<file path="config.mk">
export PLATFORM = sky130hd
export DESIGN_NAME = alu
export DESIGN_NICKNAME = d
export VERILOG_FILES = /design/src/rtl/alu.sv
export SDC_FILE = /design/constraint.sdc
export NUM_CORES = 1
export LEC_CHECK = 0
export ABC_AREA = 0
export BUFFER_PORTS_ARGS = -buffer_cell sky130_fd_sc_hd__buf_2
export CORE_MARGIN = 8
export CORE_UTILIZATION = 35
export CTS_CLUSTER_DIAMETER = 120
export DETAILED_ROUTE_END_ITERATION = 12
export PLACE_DENSITY = 0.55
export SLEW_MARGIN = 20
export SYNTH_ARGS = -nofsm -noshare
export SYNTH_HDL_FRONTEND = slang
export SYNTH_SLANG_ARGS = --single-unit
</file>
<file path="constraint.sdc">
create_clock -name clk -period 0.8 [get_ports clk]
set_clock_uncertainty 0.1 [all_clocks]
set_input_delay 0.04 -clock clk [delete_from_list [all_inputs] [get_ports clk]]
set_output_delay 0.04 -clock clk [all_outputs]
set_load 0.005 [all_outputs]
</file>
<file path="src/rtl/alu.sv">
// 8-bit execute-stage ALU: 32 operations selected by Opcode, result and
// carry/flag registered one cycle after the operands are sampled.
module alu (
  input  logic        clk,
  input  logic        rst_n,
  input  logic [7:0]  A,
  input  logic [7:0]  B,
  input  logic [4:0]  Opcode,
  output logic [15:0] ALU_Out,
  output logic        CarryOut
);

  localparam logic [4:0] OP_ADD    = 5'h00;
  localparam logic [4:0] OP_SUB    = 5'h01;
  localparam logic [4:0] OP_MUL    = 5'h02;
  localparam logic [4:0] OP_DIV    = 5'h03;
  localparam logic [4:0] OP_SHL    = 5'h04;
  localparam logic [4:0] OP_SHR    = 5'h05;
  localparam logic [4:0] OP_ROL    = 5'h06;
  localparam logic [4:0] OP_ROR    = 5'h07;
  localparam logic [4:0] OP_AND    = 5'h08;
  localparam logic [4:0] OP_OR     = 5'h09;
  localparam logic [4:0] OP_XOR    = 5'h0A;
  localparam logic [4:0] OP_NOR    = 5'h0B;
  localparam logic [4:0] OP_NAND   = 5'h0C;
  localparam logic [4:0] OP_XNOR   = 5'h0D;
  localparam logic [4:0] OP_GT     = 5'h0E;
  localparam logic [4:0] OP_EQ     = 5'h0F;
  localparam logic [4:0] OP_INC    = 5'h10;
  localparam logic [4:0] OP_DEC    = 5'h11;
  localparam logic [4:0] OP_NOT    = 5'h12;
  localparam logic [4:0] OP_ASR    = 5'h13;
  localparam logic [4:0] OP_SHLV   = 5'h14;
  localparam logic [4:0] OP_SHRV   = 5'h15;
  localparam logic [4:0] OP_SMUL   = 5'h16;
  localparam logic [4:0] OP_LT     = 5'h17;
  localparam logic [4:0] OP_MAX    = 5'h18;
  localparam logic [4:0] OP_MIN    = 5'h19;
  localparam logic [4:0] OP_PASSA  = 5'h1A;
  localparam logic [4:0] OP_PASSB  = 5'h1B;
  localparam logic [4:0] OP_CAT    = 5'h1C;
  localparam logic [4:0] OP_POPCNT = 5'h1D;
  localparam logic [4:0] OP_BREV   = 5'h1E;

  logic [8:0]  sum9;
  logic [8:0]  diff9;
  logic [15:0] prod;
  logic [15:0] sprod;
  logic [7:0]  div_b;
  logic [7:0]  quot;
  logic [7:0]  rem;
  logic [3:0]  pcnt;
  logic [7:0]  brev;
  logic [15:0] res;
  logic        cy;

  assign sum9  = {1'b0, A} + {1'b0, B};
  assign diff9 = {1'b0, A} - {1'b0, B};
  assign prod  = {8'h00, A} * {8'h00, B};
  assign sprod = $signed({{8{A[7]}}, A}) * $signed({{8{B[7]}}, B});
  // Divisor forced non-zero so the divider never sees B=0; that case is overridden below.
  assign div_b = (B == 8'h00) ? 8'h01 : B;
  assign quot  = A / div_b;
  assign rem   = A % div_b;

  always_comb begin
    pcnt = 4'd0;
    brev = 8'h00;
    for (int i = 0; i < 8; i++) begin
      pcnt    = pcnt + {3'b000, A[i]};
      brev[i] = A[7-i];
    end
  end

  always_comb begin
    res = 16'h0000;
    cy  = 1'b0;
    case (Opcode)
      OP_ADD:    begin res = {8'h00, sum9[7:0]};  cy = sum9[8];  end
      OP_SUB:    begin res = {8'h00, diff9[7:0]}; cy = diff9[8]; end
      OP_MUL:    begin res = prod;                cy = |prod[15:8]; end
      OP_DIV: begin
        if (B == 8'h00) begin
          res = 16'hFFFF;
          cy  = 1'b1;
        end else begin
          res = {rem, quot};
        end
      end
      OP_SHL:    begin res = {8'h00, A[6:0], 1'b0}; cy = A[7]; end
      OP_SHR:    begin res = {8'h00, 1'b0, A[7:1]}; cy = A[0]; end
      OP_ROL:    res = {8'h00, A[6:0], A[7]};
      OP_ROR:    res = {8'h00, A[0], A[7:1]};
      OP_AND:    res = {8'h00, A & B};
      OP_OR:     res = {8'h00, A | B};
      OP_XOR:    res = {8'h00, A ^ B};
      OP_NOR:    res = {8'h00, ~(A | B)};
      OP_NAND:   res = {8'h00, ~(A & B)};
      OP_XNOR:   res = {8'h00, ~(A ^ B)};
      OP_GT:     res = {15'h0000, A > B};
      OP_EQ:     res = {15'h0000, A == B};
      OP_INC:    begin res = {8'h00, A + 8'h01}; cy = (A == 8'hFF); end
      OP_DEC:    begin res = {8'h00, A - 8'h01}; cy = (A == 8'h00); end
      OP_NOT:    res = {8'h00, ~A};
      OP_ASR:    begin res = {8'h00, A[7], A[7:1]}; cy = A[0]; end
      OP_SHLV:   res = {8'h00, A << B[2:0]};
      OP_SHRV:   res = {8'h00, A >> B[2:0]};
      OP_SMUL:   res = sprod;
      OP_LT:     res = {15'h0000, A < B};
      OP_MAX:    res = {8'h00, (A > B) ? A : B};
      OP_MIN:    res = {8'h00, (A < B) ? A : B};
      OP_PASSA:  res = {8'h00, A};
      OP_PASSB:  res = {8'h00, B};
      OP_CAT:    res = {A, B};
      OP_POPCNT: res = {12'h000, pcnt};
      OP_BREV:   res = {8'h00, brev};
      default:   res = 16'h0000;
    endcase
  end

  always_ff @(posedge clk or negedge rst_n) begin
    if (!rst_n) begin
      ALU_Out  <= 16'h0000;
      CarryOut <= 1'b0;
    end else begin
      ALU_Out  <= res;
      CarryOut <= cy;
    end
  end

endmodule

</file>
Word-level counts from Yosys, hierarchy flattened
Cells that the tools add are included.
Widths: inputs -> output; s select.
{"block": "totals", "regBits": 17, "in_bits": 23}
{"block": "classes", "n_addsub": 11, "multipliers": 2, "div_mod_pow": 2, "magnitude_cmp": 2, "n_eq_ne": 32, "n_shift": 2, "muxes": 7, "bitwise": 7, "reduce_logical": 5}
{"op": "$pmux 16 s31", "count": 1}
{"op": "$eq 5x5->1 const B", "count": 15}
{"op": "$eq 5x4->1 const B", "count": 8}
{"op": "$mul 8x8->16", "count": 2}
{"op": "$not 8->8", "count": 4}
{"op": "$mux 8", "count": 3}
{"op": "$eq 5x3->1 const B", "count": 4}
{"op": "$add 4x1->4", "count": 4}
{"op": "$logic_not 8->1", "count": 2}
{"op": "$mux 16", "count": 1}
{"op": "$eq 5x2->1 const B", "count": 2}
{"op": "$add 8x8->9", "count": 1}
{"op": "$sub 8x8->9", "count": 1}
{"op": "$add 8x1->8 const B", "count": 1}
{"op": "$and 8x8->8", "count": 1}
{"op": "$div 8x8->8", "count": 1}
{"op": "$eq 8x8->1", "count": 1}
{"op": "$eq 8x8->1 const B", "count": 1}
{"op": "$gt 8x8->1", "count": 1}
{"op": "$lt 8x8->1", "count": 1}
{"op": "$mod 8x8->8", "count": 1}
{"op": "$or 8x8->8", "count": 1}
{"op": "$pmux 1 s8", "count": 1}
{"op": "$reduce_or 8->1", "count": 1}
{"op": "other kinds (11)", "count": 11}

Depth between registers and ports, before layout
Gate-level depths: netlist (run 1).
{"block": "logic_depth", "ltp_word": 8, "ltp_mapped": 51, "mapped_depth_nobuf": 45}

Worst setup path before layout (run 1)
No wires, ideal clock.
{"block": "synth_path", "kind": "in2reg", "start": "input B[1]", "end": "register ALU_Out[0]", "setup_ns": 0.135, "t_arrival_ns": 10.998, "required_time_ns": 0.565, "slack_ns": -10.433, "cell_stages": 45, "path_cell_list": "clkbuf_1 -> buf_1 -> clkbuf_1 -> inv_1 -> ha_1 -> or4b_2 -> o211ai_1 -> a21oi_1 -> ha_1 -> nor2_1 -> o32ai_2 -> nand2_1 -> mux2_2 -> ha_1 -> or3_1 -> o221a_2 -> a22o_1 -> ha_1 -> [9 not listed] -> and2_1 -> buf_6 -> mux2_2 -> ha_1 -> nand4_1 -> a211oi_1 -> o41ai_2 -> a311oi_1 -> mux2_2 -> ha_1 -> a21o_1 -> a21oi_1 -> o21bai_1 -> a21o_1 -> o41ai_2 -> a21oi_1 -> nor4_1 -> o21ai_0"}
{"block": "synth_via", "elab_chain_len": 5, "elab_cells_between_ends": 12, "classes_between": "div: 1; order compare: 2; eq/ne: 1; shift: 2; mux: 5; reduce/logical: 1"}
{"item": "from (decl)", "line": "7", "rtl": "input logic [7:0] B,"}
{"item": "$logic_not 8->1", "line": "62, 83"}
{"item": "$mux 8", "line": "62", "rtl": "assign div_b = (B == 8'h00) ? 8'h01 : B;"}
{"item": "$div 8x8->8", "line": "63", "rtl": "assign quot = A / div_b;"}
{"item": "$mux 16", "line": "83", "rtl": "if (B == 8'h00) begin"}
{"item": "$pmux 16 s31 (*)", "line": "78", "rtl": "case (Opcode)"}
{"item": "via res[0]", "line": "54", "rtl": "logic [15:0] res;"}
{"item": "to (signal assigned)", "line": "126", "rtl": "ALU_Out <= res;"}
{"item": "to (decl)", "line": "9", "rtl": "output logic [15:0] ALU_Out,"}
The timed path passes the listed nets; every way through them passes the cells marked *.

Worst setup path after layout (run 1)
{"block": "layout_path", "start": "input B[2]", "end": "register ALU_Out[12]"}
{"block": "layout_via", "elab_chain_len": 5, "elab_cells_between_ends": 7, "classes_between": "mul: 2; div: 1; mux: 3; reduce/logical: 1"}
{"item": "$logic_not 8->1", "line": "62, 83"}
{"item": "$mux 8", "line": "62"}
{"item": "$mod 8x8->8", "line": "64", "rtl": "assign rem = A % div_b;"}
{"item": "$mux 16", "line": "83"}
{"item": "$pmux 16 s31 (*)", "line": "78"}
{"item": "via res[12]", "line": "54"}
Marked as above.

==> reports/metrics.cfg, run 1 <==
[run_status]
result_of_the_run=complete, but fails checks
violated_checks=setup timing

[floorplanning]
die_height_um=182
boundaryPins=40
die_area_um2=33200
chipWidth_um=182
fp.coreArea_um2=27500
start_util_pct=35.1
num_rows=61

[detailed_routing]
post_drt_via_cell_ratio=5.56
detailedRoute.firstPassIterationCount=6
antenna_left=0
wl_per_cell_um=20.8
routed_wirelength_um=41800
drt_iter0_markers=1026
route.vias.total=11200
drc=0

[logic_synthesis]
mappedNetlistArea_um2=9660
post_synth.cell_area_avg_um2=7.82
yosysUniqueCellTypes=90
synthArstFlopShare_pct=100
syn-num-nets=1480
postSynth.topFlopCell=sky130_fd_sc_hd__dfrtp_1
synth.ff_latch_count=17
synth_top_cell_by_area=sky130_fd_sc_hd__fa_1
ys_top_cells_by_area=sky130_fd_sc_hd__fa_1 (19%), sky130_fd_sc_hd__ha_1 (17%), sky130_fd_sc_hd__inv_1 (5.6%)
netlist_instances=1235
yosysWarningCount=0
synth.yosys.seq_area_share_pct=4.41
yosysTopAreaCellShare_pct=19.3
edff_count_synth=0

[power]
combinationalPowerShare_pct=91.5
clk_pwr_share_pct=4.3
power_switching_share_pct=48.1
design_power_total_mw=25.7
power_leakage_nw=7.09
ir_drop_uv=1940
power.density_cell_area_nw_per_um2=1760
intPower_mw=13.3
power.net_switching_mw=12.4
seqPwrFrac_pct=4.2

[placement]
gp_routability_congestion=0.965
hpwl_um=33300
numPortBuffers=39
placement.cell_area_um2=13300
preCtsSetupSlack_ps=-9350

[timing]
finalCritPeriodShare_pct=1210
timing.final.setup_violations=34
tightestPinTransition_ps=728
setup_tns_ps=-116250
finalCriticalPeriod_ps=9680
max_slew_violations=0
hold_ws_ps=169
fmaxAchievable_mhz=103
relSlewSlack_pct=50.8
post-route-worst-setup-slack_ps=-8880
grt_setup_unrepaired=true
finalHoldViolCount=0

[clocking]
cts_buffer_depth=2
htree_num_levels=1
clock_tree.root_cell=sky130_fd_sc_hd__clkbuf_16
cts-buffers-inserted=3
tritoncts_num_sinks=17
cts.clk_slew.worst_paths_ps=70
tritoncts=yes

[critical_path]
cp_slowest_cell=sky130_fd_sc_hd__or4b_4
critical_path_required_ps=850
setup.worst_path.end_class=flip-flop
critPathMaxStageDelay_ps=520
worst_path_most_repeated_cell=sky130_fd_sc_hd__ha_4
cp_max_fo=6
crit_path_start_kind=primary input
crit_arrival_ps=9730
crit_type=primary input to flip-flop

[finish]
total_area_of_sequential_cells_um2=425
layout.filler_cells=2576
post-route-cell-area_um2=14600
final_common_cell=sky130_fd_sc_hd__buf_4
final_layout_size_suffix_gt1_share_pct=39.8
mostFrequentLayoutCells=sky130_fd_sc_hd__buf_4 (414), sky130_fd_sc_hd__inv_1 (132), sky130_fd_sc_hd__nor2_1 (115)
flow.area_growth_from_synthesis_pct=51.3
final_net_count=1910
multi_input_area_um2=9270

[grt]
grt_antenna_before_repair=2
grt_start_max_net_pins=34
gr-total-overflow=0
number_of_global_route_vias_before_repair=11400
global_route_wire_length_before_repair_um=64700
grtUsageTotal_pct=24.9

[flow_run]
max_cap_violations=0

[worst_hold_path]
holdCritPathClass=primary input to asynchronous set/reset pin

## power groups by stage
stage	clock (mW)	combinational, mW	sequential, mW
after floorplan	0	12.1	1.09
after global placement	0	20.8	1.09
final	1.10	23.6	1.08
after CTS	1.11	23.0	1.08
after global routing	1.13	25.7	1.09
after detailed placement	0	21.1	1.10
## through the flow
step,util (%),cells
after global placement,48.3,1948
after CTS,52.2,1998
after global routing,53.2,2010
after detailed placement,48.3,1948
final,53.2,2012
after floorplan,-,1235
## kinds of logic after synthesis
group                      Yosys count  share of synthesized area [%]
AOI/OAI and AO/OA                  329                           23.9
xor gates and xnor gates            69                           6.26
adders and majority gates          222                           36.0
buffers and inverters              210                           8.63
DFF                                 17                           4.41
muxes                               21                           2.33
and+or+nand+nor                    367                           18.5
## state kept, by name, indices dropped and copies added (netlist names)
signal / count
ALU_Out: 16
CarryOut: 1
## cell usage after synthesis (9+ instances only)
cell type,count
sky130_fd_sc_hd__nor3_1,30
sky130_fd_sc_hd__a21o_1,13
sky130_fd_sc_hd__o21a_1,19
sky130_fd_sc_hd__a211oi_1,16
sky130_fd_sc_hd__nor2_1,130
sky130_fd_sc_hd__o21bai_1,9
sky130_fd_sc_hd__xor2_1,18
sky130_fd_sc_hd__nand2_1,82
sky130_fd_sc_hd__buf_2,12
sky130_fd_sc_hd__ha_1,129
sky130_fd_sc_hd__xnor2_1,51
sky130_fd_sc_hd__dfrtp_1,17
sky130_fd_sc_hd__clkbuf_1,41
sky130_fd_sc_hd__nand2b_1,10
sky130_fd_sc_hd__a21oi_1,82
sky130_fd_sc_hd__a221oi_1,10
sky130_fd_sc_hd__o211ai_1,9
sky130_fd_sc_hd__o21ai_0,50
sky130_fd_sc_hd__nand4_1,10
sky130_fd_sc_hd__inv_1,145
sky130_fd_sc_hd__or3_1,10
sky130_fd_sc_hd__a211o_1,9
sky130_fd_sc_hd__mux2i_1,12
sky130_fd_sc_hd__fa_1,93
sky130_fd_sc_hd__a31oi_1,12
sky130_fd_sc_hd__nand3_1,29
sky130_fd_sc_hd__o22ai_1,10
sky130_fd_sc_hd__nor2b_1,9
## worst max path at each step
stage	startpoint	end	slack, ps	cells after the start
after global routing	B[2]	ALU_Out[14]	-9300	45
after floorplan	B[2]	ALU_Out[14]	-9150	43
final	B[2]	ALU_Out[12]	-8880	45
after global placement	B[1]	ALU_Out[14]	-9070	43
after detailed placement	B[1]	ALU_Out[0]	-9350	45
after CTS	B[4]	ALU_Out[15]	-8830	46
## cell type report
| type | count | area share, % |
|---|---|---|
| inverter | 148 | 3.94 |
| multi-input combinational | 1008 | 63.4 |
| clock inverter | 1 | 0.0514 |
| timing repair buffer | 487 | 26.2 |
| antenna | 2 | 0.0343 |
| sequential | 17 | 2.91 |
| clock buffer | 3 | 0.514 |
| tap | 346 | 2.96 |
## worst max-delay path, delay by kind of cell
family	cells	cell delay, ps
buf+inv	4	470
compound gates	22	4230
simple gates	10	2390
fa+ha+maj	7	1940
mux	2	650
## repair_timing
item / CTS / global route
pin swaps: 107 / 80
resized for setup: 144 / 34
hold endpoints to repair: 17 / 0
buffers inserted: 48 / 14
hold buffers: 1 / 0
endpoints found under the setup margin: 34 / 34
## layer usage
| metal | track usage [%] | share of wire, % |
|---|---|---|
| met5 | 0 | 0.062 |
| met4 | 8.95 | 4.2 |
| met3 | 2.64 | 7.0 |
| met2 | 42.1 | 47 |
| met1 | 32.5 | 42 |
(Power assumes the default switching activity.)
==> inputs of run 2 (changes only) <==
--- a/config.mk
+++ b/config.mk
@@ -8,10 +8,10 @@
 export ABC_AREA = 0
 export BUFFER_PORTS_ARGS = -buffer_cell sky130_fd_sc_hd__buf_2
 export CORE_MARGIN = 8
-export CORE_UTILIZATION = 35
+export CORE_UTILIZATION = 40
 export CTS_CLUSTER_DIAMETER = 120
 export DETAILED_ROUTE_END_ITERATION = 12
-export PLACE_DENSITY = 0.55
+export PLACE_DENSITY = 0.61
 export SLEW_MARGIN = 20
 export SYNTH_ARGS = -nofsm -noshare
 export SYNTH_HDL_FRONTEND = slang
==> run 2 against run 1 <==
Net effect: routed wire length is 1.8% higher; global-route usage is 4.0 points higher; the flow still finishes with violations (setup timing); largest cell class unchanged; clock-buffer cell count unchanged; maximum frequency fell by 1.2%; total power is 2.9% higher; via count grew 2.5%.
==> reports/metrics.cfg, run 2 (same netlist as run 1, synthesis figures left out) <==
[power]
intPower_mw=13.6  ; +2.0%
seqPwrFrac_pct=4.0  ; -0.2 points
power_leakage_nw=7.21  ; +1.7%
power_switching_share_pct=48.6  ; +0.45 points
clk_pwr_share_pct=4.2  ; about the same
ir_drop_uv=3050  ; +57%
power.net_switching_mw=12.9  ; +3.8%
combinationalPowerShare_pct=91.8  ; +0.3 points
power.density_cell_area_nw_per_um2=1800  ; +2.1%

[grt]
grt_antenna_before_repair=0  ; -2
grtUsageTotal_pct=29.0  ; +4.0 points
global_route_wire_length_before_repair_um=65200  ; +0.80%
gr-total-overflow=0  ; unchanged
grt_start_max_net_pins=31  ; -8.8%
number_of_global_route_vias_before_repair=11600  ; +1.8%

[finish]
layout.filler_cells=2153  ; -16%
mostFrequentLayoutCells=sky130_fd_sc_hd__buf_4 (436), sky130_fd_sc_hd__inv_1 (135), sky130_fd_sc_hd__nor2_1 (114)
antenna_cells=0  ; -2
flow.area_growth_from_synthesis_pct=52.5
final_net_count=1932  ; +1.2%
final_layout_size_suffix_gt1_share_pct=40.3  ; +0.49 points
reg_top3=ALU_Out (16), CarryOut (1)
final_common_cell=sky130_fd_sc_hd__buf_4
post-route-cell-area_um2=14700  ; +0.80%
number_of_flip_flops_under_the_largest_register_name=16  ; unchanged
fin_cells=2010  ; -0.099%
largest-register=ALU_Out

[critical_path]
worst_path_most_repeated_cell=sky130_fd_sc_hd__ha_4
cp_num_buf_inv=4  ; unchanged
crit_arrival_ps=9830  ; +100 ps
cp_slowest_cell=sky130_fd_sc_hd__or4b_4
critical_path_required_ps=830  ; -20 ps
setup.worst_path.end_class=flip-flop
path_delay_family=compound AO/OA/AOI/OAI gates
crit_path_start_kind=primary input
crit_type=primary input to flip-flop
cp_max_fo=6  ; unchanged
critPathMaxStageDelay_ps=530  ; about the same

[placement]
numPortBuffers=39  ; unchanged
gp_routability_congestion=1.03  ; +6.5%
hpwl_um=33600  ; +0.92%
placement.cell_area_um2=13400  ; +1.3%
dp_cells=1946  ; -0.10%

[clocking]
cts_buffer_depth=2  ; unchanged
htree_num_levels=1  ; unchanged
tritoncts=yes
cts-buffers-inserted=3  ; unchanged
clock_tree.root_cell=sky130_fd_sc_hd__clkbuf_16
tritoncts_num_sinks=17  ; unchanged
cts.clk_slew.worst_paths_ps=60  ; about the same

[floorplanning]
fp.coreArea_um2=24000  ; -13%
chipWidth_um=171  ; -5.9%
boundaryPins=40  ; unchanged
num_rows=57  ; -6.6%
die_area_um2=29400  ; -11%
start_util_pct=40.2  ; +5.0 points
die_height_um=171  ; -5.9%

[detailed_routing]
detailedRoute.firstPassIterationCount=6  ; unchanged
wl_per_cell_um=21.2  ; +1.9%
drt_iter0_markers=1135  ; +11%
drc=0  ; unchanged
antenna_left=0  ; unchanged
routed_wirelength_um=42600  ; +1.8%
route.vias.total=11500  ; +2.5%
post_drt_via_cell_ratio=5.71  ; +2.6%

[timing]
grt_setup_unrepaired=true
finalCritPeriodShare_pct=1220  ; +15 points
timing.final.setup_violations=34  ; unchanged
finalCriticalPeriod_ps=9800  ; +117 ps
relSlewSlack_pct=55.0  ; +4.3 points
finalHoldViolCount=0  ; unchanged
setup_tns_ps=-118270  ; -2010 ps
max_slew_violations=0  ; unchanged
fmaxAchievable_mhz=102  ; -1.2%
post-route-worst-setup-slack_ps=-9000  ; -117 ps
tightestPinTransition_ps=667  ; -60.7 ps

[worst_hold_path]
holdCritPathClass=primary input to asynchronous set/reset pin

[run_status]
result_of_the_run=complete, but fails checks
violated_checks=setup timing

[flow_run]
max_cap_violations=0  ; unchanged

run 2: cell count changes in the layout (fill, tap and decap cells not counted), moves of 3 or more:
cell	change
sky130_fd_sc_hd__ha_4	-7
sky130_fd_sc_hd__a211oi_4	+3
sky130_fd_sc_hd__ha_1	+7
sky130_fd_sc_hd__inv_1	+3
sky130_fd_sc_hd__buf_6	-4
sky130_fd_sc_hd__xor2_2	-3
sky130_fd_sc_hd__buf_4	+22
sky130_fd_sc_hd__a211oi_2	-3
run 2: repair_timing:
item / CTS / global route
hold endpoints to repair: 17 / 0
resized for setup: 111 / 58
hold buffers: 1 / 0
buffers inserted: 44 / 16
endpoints found under the setup margin: 34 / 34
pin swaps: 56 / 62
run 2: final cells by class:
type / instances / area, um^2 / area share, %
clock buffer: 3 / 75.1 / 0.510
clock inverter: 1 / 7.51 / 0.0510
inverter: 148 / 566 / 3.84
multi-input combinational: 1008 / 9250 / 62.8
sequential: 17 / 425 / 2.89
tap: 324 / 405 / 2.75
timing repair buffer: 509 / 4000 / 27.1
run 2: worst max path at each step:
| stage | from | end | slack, ps | cells past startpoint |
|---|---|---|---|---|
| after floorplan | B[2] | ALU_Out[14] | -9150 | 43 |
| after global routing | B[3] | ALU_Out[15] | -9400 | 47 |
| after detailed placement | B[1] | ALU_Out[15] | -9310 | 43 |
| after CTS | B[2] | ALU_Out[15] | -8670 | 43 |
| final | B[3] | ALU_Out[0] | -9000 | 45 |
| after global placement | B[1] | ALU_Out[15] | -9070 | 44 |
run 2: metrics by stage:
step / total power [mW] / hold WS, ps / worst slack [ps] / utilization (%)
2_1_floorplan: 13.2 / -356 / -9150 / -
3_3_place_gp: 22.7 / -99.9 / -9070 / 55.9
3_5_place_dp: 22.9 / -87.0 / -9310 / 55.9
4_1_cts: 25.2 / 184 / -8670 / 59.7
5_1_grt: 28.5 / 214 / -9400 / 61.3
6_report: 26.5 / 172 / -9000 / 61.3
run 2: power groups by stage:
stage / Clock [mW] / Sequential (mW) / Combinational [mW]
finish: 1.11 / 1.07 / 24.3
global placement: 0 / 1.08 / 21.6
global route: 1.15 / 1.08 / 26.3
detailed placement: 0 / 1.09 / 21.8
floorplan: 0 / 1.09 / 12.1
CTS: 1.11 / 1.07 / 23.1
run 2: layer usage:
metal / up-vias / track usage [%] / wire [um]
li1: 5271 / - / -
met1: 5586 / 36.7 / 17400
met2: 494 / 48.8 / 19900
met3: 119 / 3.42 / 3160
met4: 0 / 13.0 / 2190
met5: - / 0 / 0
==> inputs of run 3 (changes only) <==
--- a/config.mk
+++ b/config.mk
@@ -5,7 +5,7 @@
 export SDC_FILE = /design/constraint.sdc
 export NUM_CORES = 1
 export LEC_CHECK = 0
-export ABC_AREA = 0
+export ABC_AREA = 1
 export BUFFER_PORTS_ARGS = -buffer_cell sky130_fd_sc_hd__buf_2
 export CORE_MARGIN = 8
 export CORE_UTILIZATION = 40
==> run 3 against run 2 <==
Net effect: the run still ends with setup timing left; final area grew 9.9%; synthesized cell count is 23% higher; core utilization up 5.1 points; combinational power is 3% higher; clock-buffer cell count is the same; sequential power about the same; hold slack worse by 27 ps; die area increased by 2.9%; routed wire length is 11% higher; critical path depth increased by 22; first-iteration DRC count grew 8.5%; total power rose by 2.3%; largest power group unchanged.
==> reports/metrics.cfg, run 3 <==
[run_status]
violated_checks=setup timing
result_of_the_run=complete, but fails checks

[clocking]
clock_tree.root_cell=sky130_fd_sc_hd__clkbuf_16
tritoncts_num_sinks=17  ; unchanged
cts-buffers-inserted=3  ; unchanged
cts_buffer_depth=2  ; unchanged
cts.clk_slew.worst_paths_ps=60  ; about the same
htree_num_levels=1  ; unchanged
tritoncts=yes

[critical_path]
crit_type=primary input to flip-flop
crit_arrival_ps=8230  ; -1600 ps
setup.worst_path.end_class=flip-flop
critPathMaxStageDelay_ps=290  ; -240 ps
critical_path_required_ps=830  ; about the same
cp_slowest_cell=sky130_fd_sc_hd__ha_4
cp_max_fo=8  ; +2
crit_path_start_kind=primary input

[power]
power.density_cell_area_nw_per_um2=1670  ; -6.9%
ir_drop_uv=1370  ; -55%
design_power_total_mw=27.1  ; +2.3%
power_leakage_nw=8.73  ; +21%

[grt]
number_of_global_route_vias_before_repair=12700  ; +9.4%
global_route_wire_length_before_repair_um=70900  ; +8.7%
use_met3_pct=4.66  ; +1.2 points
grt_start_max_net_pins=20  ; -35%
gr-usage-met2_pct=49.1  ; +0.38 points
grt_most_used_layer=met2
grtUsageTotal_pct=29.7  ; +0.74 points
gr-total-overflow=0  ; unchanged
grt_antenna_before_repair=0  ; unchanged
grt_use_met1_pct=39.6  ; +2.9 points

[detailed_routing]
drc=0  ; unchanged
drt_iter0_markers=1232  ; +8.5%
wl_per_cell_um=19.8  ; -6.7%
post_drt_via_cell_ratio=5.34  ; -6.3%
route.vias.total=12800  ; +11%
detailedRoute.firstPassIterationCount=6  ; unchanged
antenna_left=0  ; unchanged
routed_wirelength_um=47200  ; +11%

[logic_synthesis]
synth_top_cell_by_area=sky130_fd_sc_hd__fa_1
ys_top_cells_by_area=sky130_fd_sc_hd__fa_1 (19%), sky130_fd_sc_hd__ha_1 (16%), sky130_fd_sc_hd__nand2_1 (14%)
postSynth.topFlopCell=sky130_fd_sc_hd__dfrtp_1
netlist_instances=1521  ; +23%
yosysTopAreaCellShare_pct=18.7  ; -0.60 points
post_synth.cell_area_avg_um2=6.55  ; -16%
synth.ff_latch_count=17  ; unchanged
yosysUniqueCellTypes=56  ; -38%
synth.yosys.seq_area_share_pct=4.27  ; -0.14 points
edff_count_synth=0  ; unchanged
syn-num-nets=1766  ; +19%
synthArstFlopShare_pct=100  ; unchanged
synth_top_cells_by_count=sky130_fd_sc_hd__nand2_1 (363), sky130_fd_sc_hd__inv_1 (276), sky130_fd_sc_hd__ha_1 (129)
yosysWarningCount=0  ; unchanged
mappedNetlistArea_um2=9970  ; +3.2%
synth.most_common_cell=sky130_fd_sc_hd__nand2_1

[placement]
numPortBuffers=39  ; unchanged
placement.cell_area_um2=14100  ; +4.8%
hpwl_um=36500  ; +8.8%
gp_routability_congestion=1.05  ; +2.0%
preCtsSetupSlack_ps=-7790  ; +1520 ps
dp_cells=2272  ; +17%

[floorplanning]
chipWidth_um=174  ; +1.5%
start_util_pct=40.9  ; +0.69 points
fp.coreArea_um2=24400  ; +1.5%
boundaryPins=40  ; unchanged
die_height_um=174  ; +1.5%
die_area_um2=30200  ; +2.9%
num_rows=57  ; unchanged

[timing]
fmaxAchievable_mhz=122  ; +19%
finalHoldViolCount=0  ; unchanged
timing.final.setup_violations=34  ; unchanged
grt_setup_unrepaired=true
setup_tns_ps=-98420  ; +19840 ps
relSlewSlack_pct=66.9  ; +12 points
hold_ws_ps=145  ; -27.3 ps
tightestPinTransition_ps=492  ; -175 ps
finalCritPeriodShare_pct=1020  ; -200 points
post-route-worst-setup-slack_ps=-7400  ; +1600 ps
max_slew_violations=0  ; unchanged
finalCriticalPeriod_ps=8200  ; -1600 ps

[finish]
final_common_cell=sky130_fd_sc_hd__buf_4
largest-register=ALU_Out
final_net_count=2308  ; +19%
reg_top3=ALU_Out (16), CarryOut (1)
finish.utilization_pct=66.4  ; +5.1 points
antenna_cells=0  ; unchanged
number_of_flip_flops_under_the_largest_register_name=16  ; unchanged
final_layout_size_suffix_gt1_share_pct=42.5  ; +2.3 points
flow.area_growth_from_synthesis_pct=62.4
post-route-cell-area_um2=16200  ; +9.9%
fin_cells=2386  ; +19%
mostFrequentLayoutCells=sky130_fd_sc_hd__buf_4 (509), sky130_fd_sc_hd__nand2_1 (294), sky130_fd_sc_hd__inv_1 (239)

[flow_run]
max_cap_violations=0  ; unchanged

[worst_hold_path]
holdCritPathClass=primary input to asynchronous set/reset pin

-- run 3: cell count changes in the layout (fill, tap and decap cells not counted), sizes merged, moves of 10 or more --
cell | before | now
a211oi | 19 | 3
buf | 508 | 575
inv | 145 | 289
mux2i | 12 | 0
nand2 | 82 | 378
nand2b | 10 | 0
nand3 | 29 | 83
nand4 | 10 | 21
nor2 | 131 | 114
o21a | 19 | 7
o21ai | 52 | 75
o22ai | 10 | 30
or3 | 11 | 1
xnor2 | 51 | 15
-- run 3: worst max-delay path: cells and delay by family --
kind | cells | cell delay, ps
adder cells (fa/ha/maj) | 7 | 1680
AO/OA/AOI/OAI | 11 | 1850
XOR/XNOR | 1 | 200
AND/OR/NAND/NOR | 36 | 3340
buffers and inverters | 12 | 1100
-- run 3: cell families (layout without fill, tap and decap cells) --
kind of cell	Yosys count	count (layout)	synth area share, %
simple gates	652	652	29.1
buf+inv	333	874	13.0
compound gates	263	263	15.7
fa+ha+maj	222	222	34.9
xor+xnor	34	34	2.99
flops	17	17	4.27
-- run 3: per-layer routing --
metal	wire length [um]	vias to the layer above	share of wire, %
met2	21100	550	45
met3	4070	130	8.6
li1	-	6024	-
met5	0	-	0
met1	20200	6048	43
met4	1800	0	3.8
-- run 3: where the power goes --
group | switching, mW | internal (mW)
clock | 0.340 | 0.669
sequential | 0.0484 | 1.01
combinational | 13.0 | 12.1
total | 13.3 | 13.7
-- run 3: worst max path at each step --
stage / startpoint / to / slack [ps] / cells after the start
after floorplan: B[7] / ALU_Out[0] / -6940 / 65
after CTS: B[6] / ALU_Out[8] / -6910 / 67
after global placement: B[7] / ALU_Out[8] / -7430 / 62
after detailed placement: B[7] / ALU_Out[8] / -7790 / 64
after global routing: B[2] / ALU_Out[13] / -7770 / 64
final: B[3] / ALU_Out[15] / -7400 / 67
-- run 3: layout make-up --
cell class                 instances  area [um^2]
clock buffer                       3         75.1
clock inverter                     1         5.00
fill                            2090         8210
inverter                         294         1150
multi-input combinational       1171         9620
sequential                        17          425
tap                              324          405
timing repair buffer             576         4500
-- run 3: repair_timing --
item	4_1_cts	5_1_grt
buffers inserted	130	20
setup endpoints to repair	34	34
endpoints found under the hold margin	17	0
gates cloned	1	0
hold buffers	1	0
pin swaps	131	93
gates resized for setup	204	100
